===== config.mk =====
export PLATFORM = sky130hd
export DESIGN_NAME = xbar_rr_param_flat
export DESIGN_NICKNAME = d
export VERILOG_FILES = /design/src/rtl/xbar_rr_param_if.sv /design/src/rtl/xbar_rr_param.sv /design/src/flat_wrapper.sv
export SDC_FILE = /design/constraint.sdc
export NUM_CORES = 1
export LEC_CHECK = 0
export CAP_MARGIN = 0
export CORE_AREA = 2 2 314 316
export DETAILED_ROUTE_END_ITERATION = 12
export DIE_AREA = 0 0 316 318
export DONT_BUFFER_PORTS = 1
export PLACE_DENSITY_LB_ADDON = 0.12
export SETUP_SLACK_MARGIN = 0.5
export SYNTH_ARGS = -nofsm -noshare
export SYNTH_HDL_FRONTEND = slang
export SYNTH_SLANG_ARGS = --single-unit

===== constraint.sdc =====
create_clock -name clk -period 2.6 [get_ports clk]
set_input_delay 0.26 -clock clk [delete_from_list [all_inputs] [get_ports clk]]
set_output_delay 0.26 -clock clk [all_outputs]
set_load 0.02 [all_outputs]

===== src/rtl/xbar_rr_param_if.sv =====
// Bus bundle for the xbar_rr_param crossbar: master-side lanes (m_*) and slave-side lanes (s_*).
// Lane i of each packed vector belongs to master i or slave i.
interface xbar_rr_param_if #(
  parameter int N_MST = 4,
  parameter int N_SLV = 4,
  parameter int AW    = 32,
  parameter int DW    = 32
);
  logic [N_MST-1:0]    m_req;
  logic [N_MST*AW-1:0] m_addr;
  logic [N_MST-1:0]    m_cmd;
  logic [N_MST*DW-1:0] m_wdata;
  logic [N_MST-1:0]    m_ack;
  logic [N_MST*DW-1:0] m_rdata;
  logic [N_MST-1:0]    m_err;

  logic [N_SLV-1:0]    s_req;
  logic [N_SLV*AW-1:0] s_addr;
  logic [N_SLV-1:0]    s_cmd;
  logic [N_SLV*DW-1:0] s_wdata;
  logic [N_SLV-1:0]    s_ack;
  logic [N_SLV*DW-1:0] s_rdata;

  modport master (output m_req, m_addr, m_cmd, m_wdata, input m_ack, m_rdata, m_err);
  modport slave  (input s_req, s_addr, s_cmd, s_wdata, output s_ack, s_rdata);
  modport xbar   (input m_req, m_addr, m_cmd, m_wdata, s_ack, s_rdata,
                  output m_ack, m_rdata, m_err, s_req, s_addr, s_cmd, s_wdata);
endinterface


===== src/rtl/xbar_rr_param.sv =====
// N_MST x N_SLV crossbar with one round-robin IDLE/BUSY arbiter per slave port.
// Optional per-slave watchdog enabled by defining XBAR_TIMEOUT_EN.
module xbar_rr_param #(
  parameter int N_MST   = 4,
  parameter int N_SLV   = 4,
  parameter int AW      = 32,
  parameter int DW      = 32,
  parameter int TIMEOUT = 64
) (
  input  logic         clk,
  input  logic         reset,
  xbar_rr_param_if.xbar bus
);
  localparam int SW = $clog2(N_SLV);
  localparam int MW = $clog2(N_MST);

  typedef enum logic {IDLE = 1'b0, BUSY = 1'b1} state_t;

  state_t        state_r [N_SLV];
  state_t        state_s [N_SLV];
  logic [MW-1:0] gnt_r   [N_SLV];
  logic [MW-1:0] gnt_s   [N_SLV];
  logic [MW-1:0] ptr_r   [N_SLV];
  logic [MW-1:0] ptr_s   [N_SLV];
  logic [SW-1:0] dec_s   [N_MST];
  logic [N_SLV-1:0] done_s;
  logic [N_SLV-1:0] expire_s;

  // Slave index of each master taken from its top address bits
  always_comb begin
    for (int m = 0; m < N_MST; m++) begin
      dec_s[m] = bus.m_addr[m*AW + AW - 1 -: SW];
    end
  end

`ifdef XBAR_TIMEOUT_EN
  localparam int CW = 16;
  logic [CW-1:0] cnt_r [N_SLV];

  // Expiry: count reached TIMEOUT-1 and the slave is still silent (a real ack wins)
  always_comb begin
    expire_s = {N_SLV{1'b0}};
    for (int s = 0; s < N_SLV; s++) begin
      expire_s[s] = (state_r[s] == BUSY) && !bus.s_ack[s] && (cnt_r[s] == CW'(TIMEOUT - 1));
    end
  end

  // Watchdog counters: count BUSY cycles, clear whenever the slave is or goes IDLE
  always_ff @(posedge clk or negedge reset) begin
    if (!reset) begin
      for (int s = 0; s < N_SLV; s++) cnt_r[s] <= {CW{1'b0}};
    end else begin
      for (int s = 0; s < N_SLV; s++) begin
        if ((state_r[s] == BUSY) && !done_s[s]) cnt_r[s] <= cnt_r[s] + CW'(1);
        else                                    cnt_r[s] <= {CW{1'b0}};
      end
    end
  end
`else
  // No watchdog in this build: TIMEOUT can never be negative, so expiry is constant 0
  assign expire_s = (TIMEOUT < 0) ? {N_SLV{1'b1}} : {N_SLV{1'b0}};
`endif

  // A BUSY slave finishes on its own ack or on watchdog expiry
  always_comb begin
    done_s = {N_SLV{1'b0}};
    for (int s = 0; s < N_SLV; s++) begin
      done_s[s] = (state_r[s] == BUSY) && (bus.s_ack[s] || expire_s[s]);
    end
  end

  // Per-slave next state: round-robin pick from rr_ptr in IDLE, release on done in BUSY
  always_comb begin
    for (int s = 0; s < N_SLV; s++) begin
      logic          found;
      logic [MW:0]   sum;
      logic [MW-1:0] idx;
      state_s[s] = state_r[s];
      gnt_s[s]   = gnt_r[s];
      ptr_s[s]   = ptr_r[s];
      found      = 1'b0;
      sum        = {(MW+1){1'b0}};
      idx        = {MW{1'b0}};
      case (state_r[s])
        IDLE: begin
          for (int k = 0; k < N_MST; k++) begin
            sum = {1'b0, ptr_r[s]} + (MW+1)'(k);
            if (sum >= (MW+1)'(N_MST)) sum = sum - (MW+1)'(N_MST);
            else                       sum = sum;
            idx = sum[MW-1:0];
            if (!found && bus.m_req[idx] && (dec_s[idx] == SW'(s))) begin
              found    = 1'b1;
              gnt_s[s] = idx;
            end else begin
              found = found;
            end
          end
          if (found) state_s[s] = BUSY;
          else       state_s[s] = IDLE;
        end
        BUSY: begin
          if (done_s[s]) begin
            state_s[s] = IDLE;
            ptr_s[s]   = (gnt_r[s] == MW'(N_MST - 1)) ? {MW{1'b0}} : gnt_r[s] + MW'(1);
          end else begin
            state_s[s] = BUSY;
          end
        end
        default: state_s[s] = IDLE;
      endcase
    end
  end

  // Arbiter state registers
  always_ff @(posedge clk or negedge reset) begin
    if (!reset) begin
      for (int s = 0; s < N_SLV; s++) begin
        state_r[s] <= IDLE;
        gnt_r[s]   <= {MW{1'b0}};
        ptr_r[s]   <= {MW{1'b0}};
      end
    end else begin
      for (int s = 0; s < N_SLV; s++) begin
        state_r[s] <= state_s[s];
        gnt_r[s]   <= gnt_s[s];
        ptr_r[s]   <= ptr_s[s];
      end
    end
  end

  // Forward the granted master to its slave and route completion back; all zero when IDLE
  always_comb begin
    bus.s_req   = {N_SLV{1'b0}};
    bus.s_addr  = {(N_SLV*AW){1'b0}};
    bus.s_cmd   = {N_SLV{1'b0}};
    bus.s_wdata = {(N_SLV*DW){1'b0}};
    bus.m_ack   = {N_MST{1'b0}};
    bus.m_rdata = {(N_MST*DW){1'b0}};
    bus.m_err   = {N_MST{1'b0}};
    for (int s = 0; s < N_SLV; s++) begin
      if (state_r[s] == BUSY) begin
        bus.s_req[s]              = bus.m_req[gnt_r[s]];
        bus.s_addr[s*AW +: AW]    = bus.m_addr[int'(gnt_r[s])*AW +: AW];
        bus.s_cmd[s]              = bus.m_cmd[gnt_r[s]];
        bus.s_wdata[s*DW +: DW]   = bus.m_wdata[int'(gnt_r[s])*DW +: DW];
        if (done_s[s]) begin
          bus.m_ack[gnt_r[s]] = 1'b1;
          bus.m_err[gnt_r[s]] = expire_s[s];
          bus.m_rdata[int'(gnt_r[s])*DW +: DW] = bus.s_ack[s] ? bus.s_rdata[s*DW +: DW] : {DW{1'b0}};
        end else begin
          bus.m_ack[gnt_r[s]] = 1'b0;
        end
      end else begin
        bus.s_req[s] = 1'b0;
      end
    end
  end
endmodule


===== src/flat_wrapper.sv =====
// flat-port wrapper written by rule: the top's interface ports become plain ports
module xbar_rr_param_flat 
#(
  parameter int N_MST   = 4,
  parameter int N_SLV   = 4,
  parameter int AW      = 32,
  parameter int DW      = 32,
  parameter int TIMEOUT = 64
)
  (clk, reset, bus_m_req, bus_m_addr, bus_m_cmd, bus_m_wdata, bus_s_ack, bus_s_rdata, bus_m_ack, bus_m_rdata, bus_m_err, bus_s_req, bus_s_addr, bus_s_cmd, bus_s_wdata);
  xbar_rr_param_if #(.N_MST(N_MST), .N_SLV(N_SLV), .AW(AW), .DW(DW)) bus_i ();
  input  logic clk;
  input  logic reset;
  input wire logic [$bits(bus_i.m_req)-1:0] bus_m_req;
  input wire logic [$bits(bus_i.m_addr)-1:0] bus_m_addr;
  input wire logic [$bits(bus_i.m_cmd)-1:0] bus_m_cmd;
  input wire logic [$bits(bus_i.m_wdata)-1:0] bus_m_wdata;
  input wire logic [$bits(bus_i.s_ack)-1:0] bus_s_ack;
  input wire logic [$bits(bus_i.s_rdata)-1:0] bus_s_rdata;
  output wire logic [$bits(bus_i.m_ack)-1:0] bus_m_ack;
  output wire logic [$bits(bus_i.m_rdata)-1:0] bus_m_rdata;
  output wire logic [$bits(bus_i.m_err)-1:0] bus_m_err;
  output wire logic [$bits(bus_i.s_req)-1:0] bus_s_req;
  output wire logic [$bits(bus_i.s_addr)-1:0] bus_s_addr;
  output wire logic [$bits(bus_i.s_cmd)-1:0] bus_s_cmd;
  output wire logic [$bits(bus_i.s_wdata)-1:0] bus_s_wdata;
  assign bus_i.m_req = bus_m_req;
  assign bus_i.m_addr = bus_m_addr;
  assign bus_i.m_cmd = bus_m_cmd;
  assign bus_i.m_wdata = bus_m_wdata;
  assign bus_i.s_ack = bus_s_ack;
  assign bus_i.s_rdata = bus_s_rdata;
  assign bus_m_ack = bus_i.m_ack;
  assign bus_m_rdata = bus_i.m_rdata;
  assign bus_m_err = bus_i.m_err;
  assign bus_s_req = bus_i.s_req;
  assign bus_s_addr = bus_i.s_addr;
  assign bus_s_cmd = bus_i.s_cmd;
  assign bus_s_wdata = bus_i.s_wdata;
  xbar_rr_param #(.N_MST(N_MST), .N_SLV(N_SLV), .AW(AW), .DW(DW), .TIMEOUT(TIMEOUT)) u_core (.clk(clk), .reset(reset), .bus(bus_i));
endmodule

Yosys cells after proc, flatten, opt, wreduce, memory -nomap -nowiden
Index checks and enable logic that the tools add are counted.
Widths: inputs -> output; s select.
{ "word_totals": {"ff_bits": 20, "latchBits": 0, "mem_bits_rw": 0, "mem_bits_ro": 0, "in_bits": 398, "out_inout_bits": 400, "n_memories": 0} }
{ "classes": {"addsub": 36, "multipliers": 0, "n_div": 0, "order_cmp": 56, "eq_ne": 16, "shift": 16, "mux": 239, "bitwise": 30, "reduce_logical": 64} }
{ "op_table": {"columns": ["op", "count"], "rows": [
  ["$mux 128", 8],
  ["$shiftx 128x8->32", 8],
  ["$shift 32x33->128 const A", 4],
  ["$shiftx 32x33->128", 4],
  ["$bwmux 128", 3],
  ["$mux 32", 12],
  ["$mux 2", 84],
  ["$neg 7->33", 4],
  ["$and 128x128->128", 1],
  ["$ge 3x3->1 const B", 28],
  ["$mux 1", 76],
  ["$bmux 2 s2", 16],
  ["$lt 2x3->1 const B", 20],
  ["$bmux 1 s2", 24],
  ["$not 2->3", 16],
  ["$logic_and 1x1->1", 36],
  ["$mux 4", 8],
  ["$sub 2x1->2 const B", 16],
  ["$add 2x2->3 const B", 8],
  ["$eq 2x2->1 const B", 12],
  ["$reduce_and 2->1", 8],
  ["$reduce_bool 4->1", 4],
  ["$add 2x1->3 const B", 4],
  ["$and 4x4->4", 3],
  ["11 further kinds", 50]
]} }

Longest topological paths before layout
{ "logic_depth": {"ltp_word": 28, "depth_mapped": 12} }

Worst setup path after synthesis
No wires, ideal clock.
{ "synth_timing": {"kind": "register to output", "from": "register u_core.gnt_r[5] (netlist bit)", "to": "output port bus_m_rdata[100]", "t_arrival_ps": 2811, "t_required_ps": 2340, "setup_slack_ps": -471, "path_stages_with_launch": 12, "path_buffers": 4, "path_cell_list": "dfrtp_1 > clkbuf_1 > buf_2 > buf_1 > inv_1 > ha_1 > nand3b_1 > nor3_2 > buf_2 > a22oi_1 > o22a_1 > o22ai_1"} }
{ "synth_via": {"elab_chain_cells": 11, "word_cells_on_any_way": 12} }
{ "synth_rtl": {"columns": ["element", "line", "rtl"], "rows": [
  ["from (decl)", "xbar_rr_param.sv:21", "logic [MW-1:0] gnt_r [N_SLV];"],
  ["from (signal, indexed assignment)", "xbar_rr_param.sv:119", "gnt_r[s] <= {MW{1'b0}};"],
  ["from (signal, indexed assignment)", "xbar_rr_param.sv:125", "gnt_r[s] <= gnt_s[s];"],
  ["$neg 7->33 (*)", "xbar_rr_param.sv:149", "bus.m_rdata[int'(gnt_r[s])*DW +: DW] = bus.s_ack[s] ? bus.s_rdata[s*DW +: DW] : {DW{1'b0}};"],
  ["$shiftx 32x33->128 or $shift 32x33->128 (tied branches)", "xbar_rr_param.sv:149", null],
  ["$bwmux 128 (*)", "xbar_rr_param.sv:149", null],
  ["$mux 128 (*)", "xbar_rr_param.sv:146", "if (done_s[s]) begin"],
  ["$mux 128 (*)", "xbar_rr_param.sv:141", "if (state_r[s] == BUSY) begin"],
  ["$bwmux 128", "xbar_rr_param.sv:149", null],
  ["$mux 128", "xbar_rr_param.sv:146", null],
  ["$mux 128 (*)", "xbar_rr_param.sv:141", null],
  ["$bwmux 128", "xbar_rr_param.sv:149", null],
  ["$mux 128", "xbar_rr_param.sv:146", null],
  ["$mux 128 (*)", "xbar_rr_param.sv:141", null],
  ["to (decl)", "flat_wrapper.sv:21", "output wire logic [$bits(bus_i.m_rdata)-1:0] bus_m_rdata;"]
]} }
Every way passes the cells marked *; elsewhere a longest branch is shown, timed or not.

Worst setup path in the final report
{ "layout_timing": {"from": "register u_core.gnt_r[6] (netlist bit)", "to": "output port bus_m_rdata[57]"} }
{ "layout_via": {"elab_chain_cells": 14, "word_cells_on_any_way": 15} }
{ "layout_rtl": {"columns": ["element", "line"], "rows": [
  ["$neg 7->33 (*)", "xbar_rr_param.sv:149"],
  ["$shiftx 32x33->128 or $shift 32x33->128 (tied branches)", "xbar_rr_param.sv:149"],
  ["$and 128x128->128 (no source line) (*)", null],
  ["$mux 128 (*)", "xbar_rr_param.sv:146"],
  ["$mux 128 (*)", "xbar_rr_param.sv:141"],
  ["$bwmux 128", "xbar_rr_param.sv:149"],
  ["$mux 128", "xbar_rr_param.sv:146"],
  ["$mux 128 (*)", "xbar_rr_param.sv:141"],
  ["$bwmux 128", "xbar_rr_param.sv:149"],
  ["$mux 128", "xbar_rr_param.sv:146"],
  ["$mux 128 (*)", "xbar_rr_param.sv:141"],
  ["$bwmux 128", "xbar_rr_param.sv:149"],
  ["$mux 128", "xbar_rr_param.sv:146"],
  ["$mux 128 (*)", "xbar_rr_param.sv:141"]
]} }
Marked as above.

==> results.json <==
{
  "io_buffers": 0,
  "crit_family": "compound AO/OA/AOI/OAI gates",
  "fmax_ghz": 0.375,
  "synthSimpleGateAreaFrac_pct": 19.1,
  "cp_slowest_cell": "dfrtp_4",
  "power_mw": 21.3,
  "synth_area_um2": 14100,
  "p_comb_share_pct": 94.4,
  "failed_checks": "negative setup slack",
  "synthAdderAreaFrac_pct": 2.66,
  "worst_slack_ns": -0.0653,
  "holdCritPathClass": "in2reg",
  "routabilityCongestion": 0.839,
  "synth_mux_area_share_pct": 42.9,
  "grt_pass1_wl_mm": 134,
  "grt_usage_pct": 18.4,
  "grt_antenna_before_repair": 2,
  "synth_cells": 1482,
  "critPathKind": "reg2out",
  "swShare_pct": 54.1,
  "cts_tree": "built",
  "finalCriticalPeriod_ns": 2.67,
  "htreeDepth": 1,
  "grt_max_degree": 77,
  "rrSetupSlack_ns": 0.73,
  "critPathArrivalTime_ns": 2.41,
  "status": "complete, but fails checks",
  "ys_async_sr_fraction_pct": 100,
  "netSwitchingPower_mw": 11.5,
  "dieArea_um2": 100000,
  "num_vias": 15000,
  "slew_headroom_pct": 25.8,
  "slew_viol_final": 0,
  "fill_cells": 10400,
  "crit_required_ns": 2.34,
  "clock_sinks": 20,
  "p_int_mw": 9.75,
  "ys.flop_type": "dfrtp_1",
  "synth_compound_area_share_pct": 24.7,
  "grt-ovfl-total": 0,
  "core_um2": 97400,
  "synth_top_cell_by_area": "mux4_2",
  "drtIter0Drc": 1120,
  "yosysTopAreaCellShare_pct": 42.1,
  "ys_ff_latch": 20,
  "holdWs_ns": 0.248,
  "seqPwrFrac_pct": 4.0,
  "ys_seq_area_share_pct": 3.55,
  "drc_errors": 0,
  "cts_buffers": 3,
  "root_buffer": "clkbuf_16",
  "cp_max_fo": 32,
  "rows": 115,
  "power_density_nw_per_um2": 1020,
  "tightest_slew_ns": 1.11,
  "cp-start-kind": "register",
  "synth_top_family_by_area": "multiplexers",
  "grt_pass1_vias": 15500,
  "synth_area_leaders": "mux4_2, and2_1, a22oi_1",
  "nets": 1877,
  "start_util_pct": 14.5,
  "cap_violations": 0,
  "clock_path_buffers": 2,
  "finalHoldViolCount": 0,
  "synth_edf_count": 0,
  "fin_skew_ns": 0.000904,
  "synthXorXnorAreaFrac_pct": 0,
  "finalCritPeriodShare_pct": 103,
  "crit_chain": "clkinvlp_4, ha_4, and3b_1, and4bb_2, buf_12, a22oi_1, o22a_1, o22ai_4",
  "end_kind": "output pin",
  "die_w_um": 316,
  "path_clk_slew_ns": 0.06,
  "clk-insertion-delay-late_ns": 0.26,
  "final_cell_area_um2": 20800,
  "io-pin-count": 798,
  "p_leak_nw": 5.98,
  "fp.dieH_um": 318,
  "viasPerCell": 5.49,
  "routedWlPerCell_um": 37.0,
  "dp_hpwl_mm": 69.1,
  "placed_cell_area_um2": 18100,
  "rsz0062_at_grt": "true",
  "dr.pass1.iters": 5,
  "clkPwrFrac_pct": 1.6,
  "synth-warning-count": 0,
  "slowest_delay_ns": 0.44,
  "routed_wl_mm": 101,
  "setup_viol": 46,
  "peakVddDrop_mv": 0.420,
  "place_ws_ns": 0.157,
  "drive_above_1_share_pct": 61.9,
  "drtAntennaViolNets": 0,
  "syn2layout_area_growth_pct": 47.1,
  "cp.buffers_inverters": 2,
  "avgSynthCellArea_um2": 9.52,
  "yosys.cell_types.count": 66
}
-- path summary, 6_finish.rpt --
check	startpoint	cells past startpoint	to
max in group asynchronous	reset	1	u_core.state_r[0]
worst max-delay path	u_core.gnt_r[6]	8	bus_m_rdata[57]
worst min register to register	u_core.ptr_r[4]	2	u_core.ptr_r[4]
worst max register to register	u_core.gnt_r[4]	8	u_core.gnt_r[4]
min in group asynchronous	reset	1	u_core.ptr_r[5]
worst min-delay path	bus_s_ack[1]	2	u_core.state_r[2]
-- final cells by class --
| type | instances | area (µm²) | area share (%) |
|---|---|---|---|
| Multi-Input combinational cell | 1236 | 15600 | 75.2 |
| Sequential cell | 20 | 543 | 2.62 |
| Tap cell | 1287 | 1610 | 7.76 |
| Clock buffer | 3 | 75.1 | 0.362 |
| Inverter | 15 | 91.3 | 0.440 |
| Antenna cell | 2 | 5.00 | 0.0241 |
| Timing Repair Buffer | 173 | 2830 | 13.6 |
-- power by group through the flow --
stage	sequential [mW]	clock [mW]	combinational [mW]
4_1_cts	0.850	0.342	18.7
5_1_grt	0.893	0.361	21.0
3_5_place_dp	0.865	0	16.2
3_3_place_gp	0.869	0	16.3
2_1_floorplan	0.570	0	12.5
6_report	0.856	0.330	20.1
-- per-stage QoR --
| stage | utilization (%) | instances | setup TNS, ns |
|---|---|---|---|
| after CTS | 20.3 | 2702 | -1.33 |
| after global placement | 18.6 | 2634 | 0 |
| after floorplan | - | 1485 | 0 |
| after global routing | 21.3 | 2735 | -8.27 |
| final | 21.3 | 2736 | -1.25 |
| after detailed placement | 18.6 | 2634 | 0 |
-- cell families after synthesis --
| logic type | after synthesis |
|---|---|
| flops | 20 |
| simple gates | 462 |
| fa+ha+maj | 30 |
| buf+inv | 229 |
| mux | 274 |
| other cells | 1 |
| compound gates | 466 |
-- cells in the mapped netlist, drive strengths merged (15+ instances only) --
| cell type | count |
|---|---|
| and2 | 265 |
| mux4 | 264 |
| a22oi | 133 |
| o22ai | 128 |
| clkbuf | 119 |
| buf | 95 |
| o22a | 80 |
| nand2 | 78 |
| a2bb2oi | 37 |
| ha | 30 |
| nor2 | 26 |
| dfrtp | 20 |
| and3 | 19 |
| nand3 | 18 |
| inv | 15 |
-- timing repair --
item,CTS,global route
resized for setup,206,232
cloned,17,17
hold buffers,1,0
buffers inserted,47,15
setup endpoints to repair,387,396
endpoints found under the hold margin,20,0
pin swaps,39,37
-- metal layers --
metal / up-vias / global-route usage [%] / wire length (µm)
li1: 6073 / - / -
met1: 8004 / 21.4 / 37600
met2: 847 / 33.4 / 52500
met3: 106 / 4.53 / 8030
met4: 0 / 4.48 / 2940
met5: - / 0 / 0
-- flip-flops by register name, summed over array words and instances (netlist names) --
| signal | flops |
|---|---|
| u_core.gnt_r | 8 |
| u_core.ptr_r | 8 |
| u_core.state_r | 4 |
-- layout by cell type (no fill, tap or decap), drive strengths merged, types with 5 or more instances in the layout --
cell / n
o22a: 80
and2: 265
a22oi: 133
a22o: 11
clkbuf: 15
a31oi: 11
nand2: 78
nand4: 9
o22ai: 128
dfrtp: 20
nand3b: 10
mux2i: 6
or3b: 5
mux4: 264
nor3b: 5
nor2b: 7
ha: 30
nand3: 18
buf: 156
o21ai: 12
nor3: 7
a2bb2oi: 37
a21oi: 11
inv: 13
nor2: 26
and3: 19
Power figures use the tool's default switching activity.
